`src/rtl/pipe_pkg.sv`:
```
`default_nettype none
// ============================================================================
//  Module      : pipe_pkg
//  Description : Shared state codes, forwarding codes and constants for the
//                MIPS pipeline hazard/stall controller.
//  Revision    : 1.0 - initial release
// ============================================================================
package pipe_pkg;

  // Controller FSM state codes; code 2'b11 is unreachable.
  typedef enum logic [1:0] {
    ST_RUN      = 2'b00,
    ST_MEM_WAIT = 2'b01,
    ST_ERR      = 2'b10
  } state_e;

  // EX-stage ALU operand source selects.
  localparam logic [1:0] FWD_RF    = 2'b00;
  localparam logic [1:0] FWD_MEMWB = 2'b01;
  localparam logic [1:0] FWD_EXMEM = 2'b10;

  // Register $zero is never a real hazard or forwarding source.
  localparam logic [4:0] REG_ZERO = 5'd0;

endpackage
`default_nettype wire

```
`src/rtl/fwd_unit.sv`:
```
`default_nettype none
// ============================================================================
//  Module      : fwd_unit
//  Description : Combinational EX-stage forwarding select for one ALU operand.
//                The younger EX/MEM result always wins over MEM/WB.
//  Revision    : 1.0 - initial release
// ============================================================================
module fwd_unit
  import pipe_pkg::*;
(
  input  logic [4:0] ex_src,
  input  logic       exmem_regwrite,
  input  logic [4:0] exmem_dest,
  input  logic       memwb_regwrite,
  input  logic [4:0] memwb_dest,
  output logic [1:0] fwd_sel
);

  // Priority select: EX/MEM first, then MEM/WB, else register file.
  always_comb begin
    fwd_sel = FWD_RF;
    if (exmem_regwrite && (exmem_dest != REG_ZERO) && (exmem_dest == ex_src)) begin
      fwd_sel = FWD_EXMEM;
    end else if (memwb_regwrite && (memwb_dest != REG_ZERO) && (memwb_dest == ex_src)) begin
      fwd_sel = FWD_MEMWB;
    end
  end

endmodule
`default_nettype wire

```
`src/rtl/pipeline_ctrl.sv`:
```
`default_nettype none
// ============================================================================
//  Module      : pipeline_ctrl
//  Description : Hazard/stall controller for a 5-stage MIPS pipeline: stage
//                enables, flushes, MEM/WB bubble, forwarding selects and a
//                data-memory wait FSM with timeout.
//  Revision    : 1.0 - initial release
// ============================================================================
module pipeline_ctrl
  import pipe_pkg::*;
#(
  parameter int TIMEOUT = 16,
  parameter int CNT_W   = 16
) (
  input  logic             clk,
  input  logic             rst,
  input  logic [4:0]       id_rs,
  input  logic [4:0]       id_rt,
  input  logic             id_uses_rt,
  input  logic             idex_memread,
  input  logic [4:0]       idex_dest,
  input  logic [4:0]       ex_rs,
  input  logic [4:0]       ex_rt,
  input  logic             ex_branch_taken,
  input  logic             ex_jump,
  input  logic             exmem_regwrite,
  input  logic [4:0]       exmem_dest,
  input  logic             memwb_regwrite,
  input  logic [4:0]       memwb_dest,
  input  logic             mem_req,
  input  logic             mem_ack,
  output logic             pc_en,
  output logic             ifid_en,
  output logic             ifid_flush,
  output logic             idex_en,
  output logic             idex_flush,
  output logic             exmem_en,
  output logic             memwb_bubble,
  output logic [1:0]       fwd_a,
  output logic [1:0]       fwd_b,
  output logic [CNT_W-1:0] stall_count,
  output logic             mem_err,
  output logic [1:0]       state
);

  // Wait counter is wide enough for the largest legal TIMEOUT (65535).
  localparam int WAIT_W = 16;

  state_e             state_q, state_d;
  logic [WAIT_W-1:0]  wait_q, wait_d;
  logic [CNT_W-1:0]   stall_q, stall_d;
  logic               mem_err_q, mem_err_d;
  logic               load_use;
  logic [1:0]         fwd_a_raw, fwd_b_raw;

  fwd_unit u_fwd_a (
    .ex_src         (ex_rs),
    .exmem_regwrite (exmem_regwrite),
    .exmem_dest     (exmem_dest),
    .memwb_regwrite (memwb_regwrite),
    .memwb_dest     (memwb_dest),
    .fwd_sel        (fwd_a_raw)
  );

  fwd_unit u_fwd_b (
    .ex_src         (ex_rt),
    .exmem_regwrite (exmem_regwrite),
    .exmem_dest     (exmem_dest),
    .memwb_regwrite (memwb_regwrite),
    .memwb_dest     (memwb_dest),
    .fwd_sel        (fwd_b_raw)
  );

  // Load in ID/EX whose destination is read by the instruction in ID.
  assign load_use = idex_memread && (idex_dest != REG_ZERO) &&
                    ((idex_dest == id_rs) || (id_uses_rt && (idex_dest == id_rt)));

  // Next-state, counter updates and pipeline controls from state and inputs.
  always_comb begin
    state_d      = state_q;
    wait_d       = wait_q;
    mem_err_d    = mem_err_q;
    pc_en        = 1'b1;
    ifid_en      = 1'b1;
    ifid_flush   = 1'b0;
    idex_en      = 1'b1;
    idex_flush   = 1'b0;
    exmem_en     = 1'b1;
    memwb_bubble = 1'b0;
    fwd_a        = fwd_a_raw;
    fwd_b        = fwd_b_raw;

    case (state_q)
      ST_RUN: begin
        if (mem_req && !mem_ack) begin
          // Freeze everything up to EX/MEM; a pending redirect in EX waits.
          pc_en        = 1'b0;
          ifid_en      = 1'b0;
          idex_en      = 1'b0;
          exmem_en     = 1'b0;
          memwb_bubble = 1'b1;
          state_d      = ST_MEM_WAIT;
          wait_d       = WAIT_W'(1);
        end else if (ex_branch_taken || ex_jump) begin
          // Squash the wrong-path instructions in IF/ID and ID/EX.
          ifid_flush = 1'b1;
          idex_flush = 1'b1;
        end else if (load_use) begin
          // Hold PC and IF/ID for one cycle, inject a bubble into ID/EX.
          pc_en      = 1'b0;
          ifid_en    = 1'b0;
          idex_flush = 1'b1;
        end
      end
      ST_MEM_WAIT: begin
        pc_en        = 1'b0;
        ifid_en      = 1'b0;
        idex_en      = 1'b0;
        exmem_en     = 1'b0;
        memwb_bubble = 1'b1;
        if (mem_ack || !mem_req) begin
          state_d = ST_RUN;
          wait_d  = '0;
        end else if (wait_q >= WAIT_W'(TIMEOUT)) begin
          state_d   = ST_ERR;
          mem_err_d = 1'b1;
        end else begin
          wait_d = wait_q + WAIT_W'(1);
        end
      end
      ST_ERR: begin
        pc_en        = 1'b0;
        ifid_en      = 1'b0;
        idex_en      = 1'b0;
        exmem_en     = 1'b0;
        memwb_bubble = 1'b1;
        mem_err_d    = 1'b1;
      end
      default: begin
        // Illegal code: hold the pipeline this cycle and recover to RUN.
        pc_en        = 1'b0;
        ifid_en      = 1'b0;
        idex_en      = 1'b0;
        exmem_en     = 1'b0;
        memwb_bubble = 1'b1;
        state_d      = ST_RUN;
        wait_d       = '0;
      end
    endcase

    // Reset forces a safe, fully squashed pipeline.
    if (rst) begin
      pc_en        = 1'b0;
      ifid_en      = 1'b0;
      ifid_flush   = 1'b1;
      idex_en      = 1'b0;
      idex_flush   = 1'b1;
      exmem_en     = 1'b0;
      memwb_bubble = 1'b1;
      fwd_a        = FWD_RF;
      fwd_b        = FWD_RF;
    end
  end

  // Saturating count of cycles in which the PC is held.
  always_comb begin
    stall_d = stall_q;
    if (!pc_en && !(&stall_q)) begin
      stall_d = stall_q + CNT_W'(1);
    end
  end

  // State, wait counter, stall counter and sticky error registers.
  always_ff @(posedge clk or posedge rst) begin
    if (rst) begin
      state_q   <= ST_RUN;
      wait_q    <= '0;
      stall_q   <= '0;
      mem_err_q <= 1'b0;
    end else begin
      state_q   <= state_d;
      wait_q    <= wait_d;
      stall_q   <= stall_d;
      mem_err_q <= mem_err_d;
    end
  end

  assign stall_count = stall_q;
  assign mem_err     = mem_err_q;
  assign state       = state_q;

endmodule
`default_nettype wire

```
`config.mk`:
```
export PLATFORM = sky130hd
export DESIGN_NAME = pipeline_ctrl
export DESIGN_NICKNAME = d
export VERILOG_FILES = /design/src/rtl/pipe_pkg.sv /design/src/rtl/fwd_unit.sv /design/src/rtl/pipeline_ctrl.sv
export SDC_FILE = /design/constraint.sdc
export NUM_CORES = 1
export LEC_CHECK = 0
export ABC_AREA = 1
export BUFFER_PORTS_ARGS = -buffer_cell sky130_fd_sc_hd__buf_4
export CAP_MARGIN = 25
export CORE_ASPECT_RATIO = 2
export CORE_MARGIN = 2
export CORE_UTILIZATION = 52
export CTS_BUF_LIST = sky130_fd_sc_hd__clkbuf_16
export DETAILED_ROUTE_END_ITERATION = 8
export GPL_TIMING_DRIVEN = 0
export PLACE_DENSITY = 0.78
export SYNTH_ARGS = -nofsm -noshare
export SYNTH_HDL_FRONTEND = slang
export SYNTH_SLANG_ARGS = --single-unit
export TNS_END_PERCENT = 10
```
`constraint.sdc`:
```
create_clock -name clk -period 2.6 [get_ports clk]
set_input_delay 0.52 -clock clk [delete_from_list [all_inputs] [get_ports clk]]
set_output_delay 0.52 -clock clk [all_outputs]
set_load 0.02 [all_outputs]
```
==> metrics.md <==
| Metric | Value |
|---|---|
| Status | completed |
| Clock Root Buffer | clkbuf_16 |
| Clk_skew | 0.00677 ns |
| DR pass1 iterations | 4 |
| Max Cap Viol | 0 |
| Syn avg cell area | 7.02 um2 |
| Final wirelength | 5.93 mm |
| Post-route DRC | 0 |
| Post-synthesis cell count | 343 |
| Number of diodes | 0 |
| Worst path most repeated cell | buf_4 |
| Routability cong. | 0.901 |
| IO Count | 75 |
| Top cell type's share of synthesized area | 36.4% |
| Peak supply drop | 0.663 mV |
| Post-synthesis cell type count | 25 |
| I/O Buffers | 74 |
| Sequential Area | 876 um2 |
| Post-layout min period | 2.43 ns |
| Clk slew on worst S/H paths | 0.06 ns |
| Final Hold Fails | 0 |
| Post-CTS Setup Inserts | 0 |
| Yosys Warn Count | 0 |
| Fmax | 0.412 GHz |
| Area Overhead vs Synth | 34.3% |
| Routed vias | 2,445 |
| CTS Buf Count | 5 |
| Total power | 1.88 mW |
| Clock tree buffer depth | 2 |
| H-tree depth | 2 |
| # setup viols final | 0 |
| Total core area | 4510 um2 |
| Worst Max-Slew Pin Slew | 0.878 ns |
| Yosys top cell by area | dfrtp_1 |
| Worst Path Arrival | 1.91 ns |
| Max stage delay on crit path | 0.42 ns |
| Critical Path End Type | output port |
| HPWL Detailed | 4.44 mm |
| Setup crit start kind | register |
| Pin count of the biggest net entering global routing | 37 |
| CTS tree | yes |
| Iteration-0 DRC Markers | 77 |
| Worst-path cell chain | nor2_1 > inv_1 > nor2_1 > inv_2 > nor2_4 > nand2_4 > buf_4 > inv_1 > buf_4 > buf_4 |
| Worst path slowest cell | dfrtp_1 |
| GR Overflow Total | 0 |
| Synthesized net count | 391 |
| Area of the multi-input gates | 1270 um2 |
| Leakage | 1.84 nW |
| Critical Path RT | 2.08 ns |
| Setup total negative slack | 0 ns |
| Top cells by area, synth | dfrtp_1 (36%), nand2_1 (16%), inv_1 (8.4%) |
| DR vias/cell | 5.08 |
| Die footprint | 5220 um2 |
| Clock latency on the worst-skew pair | 0.28 ns |
| Post-cts gate resize count | 0 |
| CTS sink count | 35 |
| Global-route wire length before repair | 10.1 mm |
| Row count | 35 |
| Layout cell share with drive strength beyond 1 | 23.9% |
| Die Y | 100 um |
| Register area share after synthesis | 36.4% |
| Antenna-violating nets left | 0 |
| Synth Cell Area | 2410 um2 |
| CP Class | register to output port |
| Routed len/inst | 12.3 um |
| Rel. slew slack | 41.2% |
| Initial antenna violation count | 0 |
| PwrDens | 580 nW/um2 |
| Initial Util | 53.4% |
| Hold Buf Count CTS | 0 |
| Final Max Slew Viols | 0 |
| All-layer global routing usage | 24.9% |
| Vias in the first global route | 2,367 |
| Hold Crit Class | primary input to async pin |
| Final net count | 473 |
| Hold Slack | 0.287 ns |
| Register bit total from synthesis | 35 |
| Critical path peak fanout | 10 |
| # fillers | 363 |
| Die Width | 52.1 um |
| Tcrit/Tclk final | 93.4% |
| Unrepaired setup endpoints after global routing | no |
## cell usage in the layout (no fill, tap or decap), types with 2 or more instances in the layout
| cell type | count |
|---|---|
| nor4_1 | 7 |
| nand3_2 | 2 |
| clkinvlp_4 | 2 |
| dfrtp_1 | 35 |
| nor2_1 | 36 |
| o21ai_0 | 6 |
| inv_2 | 4 |
| nand3_1 | 33 |
| nand4_1 | 5 |
| clkbuf_16 | 5 |
| a21oi_1 | 4 |
| xor2_1 | 17 |
| buf_4 | 77 |
| bufinv_16 | 2 |
| buf_2 | 2 |
| nor3_1 | 6 |
| nand2_1 | 102 |
| nand2_4 | 2 |
| xnor2_1 | 15 |
| ha_1 | 3 |
| inv_1 | 53 |
## routing by layer
metal	part of all wire [%]	up-vias	wire length, um	track usage, %
met2	53	85	3130	42.6
met3	5.0	15	294	4.91
li1	-	1224	-	-
met5	0	-	0	0
met4	2.0	0	119	7.69
met1	40	1121	2380	30.8
## layout make-up
cell class,instances,area share (%)
clock inverter,3,2.09
timing repair inverter,1,0.155
sequential,35,27.1
clock buffer,5,3.87
inverter,58,6.85
tap,55,2.13
buffer,6,1.35
timing repair buffer,74,17.2
multi-input combinational,244,39.3
## where the power goes
group,switching [mW],internal (mW),total (mW)
Combinational,0.253,0.202,0.455
Clock,0.223,0.549,0.772
Sequential,0.0592,0.589,0.648
## stage by stage
stage	utilization [%]	cells	worst slack, ns	cell area (um2)
finish	71.7	481	0.173	3230
global route	71.7	481	0.00762	3230
CTS	71.6	480	0.122	3230
detailed placement	67.3	472	0.131	3040
global placement	67.3	472	0.140	3040
floorplan	-	343	0.307	2410
## cells in the mapped netlist
library cell and count:
nand3_2 2, inv_1 54, a31o_2 1, nand3b_1 1, o22ai_1 1, ha_1 3
inv_2 4, nor3_1 6, nor4_1 7, buf_2 2, nand3_1 33, nand2_1 102
nand4_1 5, dfrtp_1 35, a21oi_1 4, xor2_1 17, o21ai_0 6, nor2_1 36
xnor2_1 15, buf_6 1, nand2_4 2, buf_4 3, nor3_4 1, nand4_4 1
nor2_4 1
## worst max-delay path, delay by kind of cell (launching register included)
| kind | cells | cell delay, ns |
|---|---|---|
| DFF | 1 | 0.42 |
| and+or+nand+nor | 4 | 0.53 |
| buffers and inverters | 6 | 0.66 |
## state kept, by name (all words and copies together), names as in the netlist
signal       flops
stall_count     16
wait_q          16
state            2
mem_err          1
## worst paths after layout
kind | startpoint | endpoint | slack, ns | cells after the start
min in group clk | wait_q[15] | wait_q[15] | 0.47 | 2
max in group asynchronous | rst | stall_count[2] | 1.72 | 2
setup reg to reg | wait_q[14] | wait_q[9] | 0.87 | 7
setup / recovery | state[0] | pc_en | 0.17 | 10
hold reg to reg | wait_q[15] | wait_q[15] | 0.47 | 2
hold / removal | rst | wait_q[6] | 0.29 | 2
## cell families (layout without fill, tap and decap cells)
logic type / Yosys count / count (layout) / share of synthesized area, %
XOR/XNOR: 32 / 32 / 11.6
adder cells (fa/ha/maj): 3 / 3 / 1.56
buffers and inverters: 64 / 147 / 10.9
flip-flops: 35 / 35 / 36.4
AO/OA/AOI/OAI: 12 / 12 / 2.70
AND/OR/NAND/NOR: 197 / 197 / 36.9
No activity file was read; power rests on OpenSTA's default activity.
